==> src/rtl/count_seeker.sv <==
// Seek controller for one up/down saturating counter: steers EN/UP_DWN until COUNT matches a target.
// Optional SEEK_ABORT_EN adds an ABORT input that cancels an in-progress seek with ERROR.
module count_seeker #(
  parameter int COUNTER_SIZE = 16,
  parameter int STALL_LIMIT  = 8,
  parameter int STALL_W      = 4
) (
  input  logic                    CLK,
  input  logic                    RST,
  input  logic                    CMD_VALID,
  output logic                    CMD_READY,
  input  logic [COUNTER_SIZE-1:0] CMD_TARGET,
  input  logic [COUNTER_SIZE-1:0] COUNT_IN,
`ifdef SEEK_ABORT_EN
  input  logic                    ABORT,
`endif
  output logic                    EN_OUT,
  output logic                    UP_DWN_OUT,
  output logic                    BUSY,
  output logic                    DONE,
  output logic                    ERROR
);

  typedef enum logic [1:0] {IDLE, SEEK, DONE_ST, ERR_ST} state_t;

  localparam logic [STALL_W-1:0] STALL_MAX = STALL_W'(STALL_LIMIT);

  state_t                  state;
  logic [COUNTER_SIZE-1:0] target_p0;
  logic [COUNTER_SIZE-1:0] count_p1;
  logic [STALL_W-1:0]      stall_cnt;
  logic [STALL_W-1:0]      stall_next;
  logic                    first_p0;
  logic                    ready_q;
  logic                    busy_q;
  logic                    done_q;
  logic                    error_q;
  logic                    abort_req;
  logic                    at_target;
  logic                    stalled;

`ifdef SEEK_ABORT_EN
  assign abort_req = ABORT;
`else
  assign abort_req = 1'b0;
`endif

  // busy_q is high exactly in SEEK, so the steering outputs fall to 0 in every other state
  assign at_target  = (COUNT_IN == target_p0);
  assign EN_OUT     = busy_q & ~at_target & ~abort_req;
  assign UP_DWN_OUT = busy_q & (COUNT_IN < target_p0);
  assign stalled    = EN_OUT & ~first_p0 & (COUNT_IN == count_p1);
  assign stall_next = stall_cnt + STALL_W'(1);

  assign CMD_READY = ready_q;
  assign BUSY      = busy_q;
  assign DONE      = done_q;
  assign ERROR     = error_q;

  // Stage p1: previous-cycle count for stall detection
  always_ff @(posedge CLK) begin
    count_p1 <= COUNT_IN;
  end

  always_ff @(posedge CLK) begin
    if (RST) begin
      state     <= IDLE;
      target_p0 <= '0;
      stall_cnt <= '0;
      first_p0  <= 1'b0;
      ready_q   <= 1'b1;
      busy_q    <= 1'b0;
      done_q    <= 1'b0;
      error_q   <= 1'b0;
    end else begin
      done_q  <= 1'b0;
      error_q <= 1'b0;
      case (state)
        IDLE: begin
          if (CMD_VALID && ready_q) begin
            target_p0 <= CMD_TARGET;
            stall_cnt <= '0;
            first_p0  <= 1'b1;
            ready_q   <= 1'b0;
            busy_q    <= 1'b1;
            state     <= SEEK;
          end
        end
        SEEK: begin
          first_p0 <= 1'b0;
          // Reaching the target outranks both abort and a stall trip in the same cycle
          if (at_target) begin
            busy_q <= 1'b0;
            done_q <= 1'b1;
            state  <= DONE_ST;
          end else if (abort_req || (stalled && stall_next == STALL_MAX)) begin
            busy_q    <= 1'b0;
            error_q   <= 1'b1;
            stall_cnt <= '0;
            state     <= ERR_ST;
          end else if (stalled) begin
            stall_cnt <= stall_next;
          end else begin
            stall_cnt <= '0;
          end
        end
        DONE_ST, ERR_ST: begin
          ready_q <= 1'b1;
          state   <= IDLE;
        end
        default: begin
          ready_q <= 1'b1;
          busy_q  <= 1'b0;
          state   <= IDLE;
        end
      endcase
    end
  end

endmodule

==> config.mk <==
export PLATFORM = sky130hd
export DESIGN_NAME = count_seeker
export DESIGN_NICKNAME = d
export VERILOG_FILES = /design/src/rtl/count_seeker.sv
export SDC_FILE = /design/constraint.sdc
export NUM_CORES = 1
export LEC_CHECK = 0
export CAP_MARGIN = 20
export CORE_MARGIN = 2
export CORE_UTILIZATION = 40
export CTS_CLUSTER_DIAMETER = 120
export DETAILED_ROUTE_END_ITERATION = 16
export GPL_TIMING_DRIVEN = 1
export HOLD_SLACK_MARGIN = 0.15
export SETUP_SLACK_MARGIN = 0.15
export SYNTH_ARGS = -nofsm -noshare
export SYNTH_HDL_FRONTEND = slang
export SYNTH_SLANG_ARGS = --single-unit
==> constraint.sdc <==
create_clock -name CLK -period 2.75 [get_ports CLK]
set_input_delay 0.6875 -clock CLK [delete_from_list [all_inputs] [get_ports CLK]]
set_output_delay 0.6875 -clock CLK [all_outputs]
set_load 0.01 [all_outputs]
-- Yosys cells after proc, flatten, opt, wreduce, memory -nomap -nowiden
Index checks and enable logic that the tools add are counted.
- input port bits: 35
- logic and storage cells: 59
- flip-flop bits (word level): 43
- reduce and logical (&&, ||, !) cells: 14
- equality and inequality tests: 9
- magnitude comparators: 1
- bitwise gates (word level): 7
- multiplexer cells: 18
- $add $sub $neg: 1
- operator list (kind ; number):
    equality test 16 bit ; 2
    less-than comparator 16 bit ; 1
    2-to-1 mux 4 bit ; 4
    case mux 4 bit (2 select lines) ; 1
    AND reduction 2 bit ; 4
    2-to-1 mux 1 bit ; 6
    2-to-1 mux 2 bit ; 3
    case mux 1 bit (2 select lines) ; 3
    case mux 2 bit (3 select lines) ; 1
    AND reduction 3 bit ; 2
    adder 4 x 1 -> 4 bit, second input constant ; 1
    bitwise AND 1 bit ; 4
    equality test 2 bit, second input constant ; 2
    equality test 4 bit, second input constant ; 1
    inequality test 2 bit, second input constant ; 2
    nonzero test 2 bit ; 2
    OR reduction 2 bit ; 2
    inequality test 3 bit, second input constant ; 1
    NOT 1 bit ; 3
    OR reduction 3 bit ; 1
    equality test 2 x 1 -> 1 bit, second input constant ; 1
    logical AND 1 bit ; 2
    logical NOT 2 bit ; 1

-- Logic depth before layout (Yosys ltp)
- depth after elaboration: 9
- depth in mapped cells: 8

-- Least setup slack after synthesis
OpenSTA, ideal clock, no wires.
- kind: input -> output
- from: input port COUNT_IN[3]
- to: output port UP_DWN_OUT
- data arrival time: 2164 ps
- stages on the path: 7
- slack: -101 ps
- path through: ha_1 a21o_1 a21oi_1 o221ai_1 a211oi_1 nor4_1 nor4b_1
- longest elaborated chain between the ends: 2
- RTL lines (element ; line ; source):
    start: declaration ; 13 ; input logic [COUNTER_SIZE-1:0] COUNT_IN,
    less-than comparator 16 bit ; 51 ; assign UP_DWN_OUT = busy_q & (COUNT_IN < target_p0);
    bitwise AND 1 bit ; 51 ;
    end: declaration ; 18 ; output logic UP_DWN_OUT,
Every way passes these cells.

-- Worst setup path after layout
Same ends and word-level chain as after synthesis.

==> metrics <==
post-route setup TNS -0.0836 ns; CTS tree done; syn avg cell area between 8 and 9 um^2; fmax between 0.3 and 0.4 GHz; Die Ht roughly 75 um; RR Startpoint target_p0[4]$_SDFFE_PP0P_; Critical Path Start COUNT_IN[3]; failing checks negative setup slack; gr usage total 0.172; Final Hold Fails 0; Clk Latency, worst-skew pair between 0.2 and 0.3 ns; total gr overflow 0; fin util 0.626; Worst Setup Path Type primary input to output pin; FF-to-FF End stall_cnt[2]$_SDFFE_PP0P_; Synth top area share 0.426; clock sinks 43; Yosys cell types between 40 and 50; vias in the first global route ~1600; Place WS -1.04 ns; min Tclk post-route roughly 2.8 ns; largest net degree at the start of global routing 28; largest area contributor in the netlist dfxtp_1; measured slew at the worst slew-check pin roughly 0.66 ns; run status complete, but fails checks; Final Power ~1.4 mW; Die ar. roughly 5600 um^2; pwr dens 478 nW/um^2; Initial DRC Count between 60 and 70; n_diodes 0; Post-synth EDFFs 0; drt via density 4.68; worst hold start target_p0[6]$_SDFFE_PP0P_; Setup Viol. Count Final 1; Post-synth top cells dfxtp_1, nand2_1, a21oi_1, inv_1, ha_1; Pleak 1.17 nW; CP endpoint UP_DWN_OUT; Mapped Area between 2000 and 2500 um^2; initial antenna violation count 0; fin nets approximately 350; peak supply drop between 0.0003 and 0.0004 V; area delta synth->final 48.2%; sequential-to-total area share from yosys stat 0.426; post-route ant nets 0; Rel. slew slack 0.559; Placed Cells around 350; fraction of layout cells with a size suffix above 1 0.288; GP Congestion approximately 0.76; #FFs+latches synth 43; syn_nets approximately 280; Worst Skew roughly 0.0047 ns; Clk Tree Root Cell clkbuf_8; Core Area approximately 4800 um^2; drt total wl 4370 um; worst min path class flop to flop; Longest Clk Path Bufs 2; Final Slew Violations 0; FFs w/ async S/R, synth 0; Initial Util 0.422; first-pass GRT wire length approximately 7200 um; RSZ-0062 raised after global routing true; Filler cells roughly 420; Max-cap violations 0; routed len/inst 12.1 um; vias post-DR roughly 1700; worst setup margin -0.0836 ns; Placed Instance Area ~2700 um^2; DRC violations left 0; drt pass-1 iters 4; Crit. End Element output pin; R2R cell count 10; cells after synthesis between 200 and 250; Synth warnings 0; Max Fanout on Critical Path 3; Cell Count, Final, Fillers Out approximately 360; Die X 75.1 um; port buffer count 40; fin crit share 1.03; commonest register cell after synthesis dfxtp_1; row cnt 25; Final Cell Area between 2000 and 3000 um^2; WP data required roughly 2.1 ns; CP arrival 2.15 ns; startpoint types primary input; Num CTS Buffers 5; Reg2Reg Setup Slack about 0.59 ns; H-tree level count 2; clock-pin slew on the worst setup and hold paths approximately 0.070 ns; top post-synthesis cells by area dfxtp_1, ha_1, nand2_1; Fin Hold WS about 0.45 ns; count leader, synth dfxtp_1; io pins 41; HPWL after DPL about 3100 um
area by class of cell:
cell class | count | area (um^2) | share of cell area
multi-input cells | 156 | 1290 | 0.432
repair buffers | 67 | 577 | 0.193
well taps | 67 | 83.8 | 0.0280
flip-flops and latches | 43 | 861 | 0.288
clock buffers | 8 | 100 | 0.0334
inverters | 21 | 78.8 | 0.0263
critical path, cell delays in order:
cell and delay (ns):
buf_8 0.10, ha_4 0.21, a21o_1 0.16, a21oi_2 0.13, o221ai_2 0.13, a211oi_2 0.23, nor4_2 0.07, nor4b_2 0.26
buf_2 0.17
placed cells by master (no fill, tap or decap), types with 2 or more instances in the layout:
cell type        instances
o21ai_0                  2
xnor2_1                  7
inv_1                   20
ha_1                     3
o21a_1                   2
nor2b_1                  2
buf_4                   27
or3_1                    2
nand2_1                 41
ha_4                    15
nor4_1                   4
dfxtp_1                 43
clkbuf_2                 2
buf_8                    2
a21oi_2                  3
nand4_1                  4
clkbuf_8                 7
nor3_1                   4
buf_2                    7
nor2_1                   9
a21oi_1                 20
a21o_1                   2
buf_6                    7
nand3_1                  2
clkdlybuf4s50_1         22
xor2_1                   9
worst min-delay path by stage:
stage / endpoint / slack [ns] / cells past startpoint
6_report: target_p0[6]$_SDFFE_PP0P_ / 0.45 / 2
5_1_grt: target_p0[9]$_SDFFE_PP0P_ / 0.47 / 2
4_1_cts: target_p0[9]$_SDFFE_PP0P_ / 0.46 / 2
3_5_place_dp: target_p0[9]$_SDFFE_PP0P_ / 0.45 / 2
3_3_place_gp: target_p0[9]$_SDFFE_PP0P_ / 0.44 / 2
2_1_floorplan: first_p0$_SDFFE_PP0P_ / 0.43 / 2
routing by layer:
metal	vias to the layer above	GRT usage	wire, um
met5	-	0	0
met4	0	0.0933	111
met3	9	0.0388	128
met2	30	0.275	2090
met1	756	0.214	2040
li1	898	-	-
registers in the layout, summed over array words and instances, names as in the netlist:
signal     flops
ERROR          1
DONE           1
BUSY           1
first_p0       1
CMD_READY      1
target_p0     16
count_p1      16
state          2
stall_cnt      4
what timing repair did:
action,CTS,global route
gates resized for setup,80,32
pin swaps,31,22
setup buffers,2,1
endpoints found under the setup margin,6,2
hold buffers,0,0
power by group:
group          switching (mW)  internal [mW]
clock network           0.207          0.229
logic                   0.144          0.173
registers              0.0211          0.657
total                   0.372           1.06
logic make-up (layout without fill, tap and decap cells):
| group | after synthesis | after routing | share of synthesized area |
|---|---|---|---|
| xor+xnor | 16 | 16 | 0.0694 |
| mux | 1 | 1 | 0.00495 |
| flops | 43 | 43 | 0.426 |
| fa+ha+maj | 18 | 18 | 0.111 |
| compound gates | 40 | 40 | 0.124 |
| buf+inv | 27 | 96 | 0.0508 |
| simple gates | 81 | 81 | 0.213 |
Note: power is estimated with default switching activity, not from simulation.
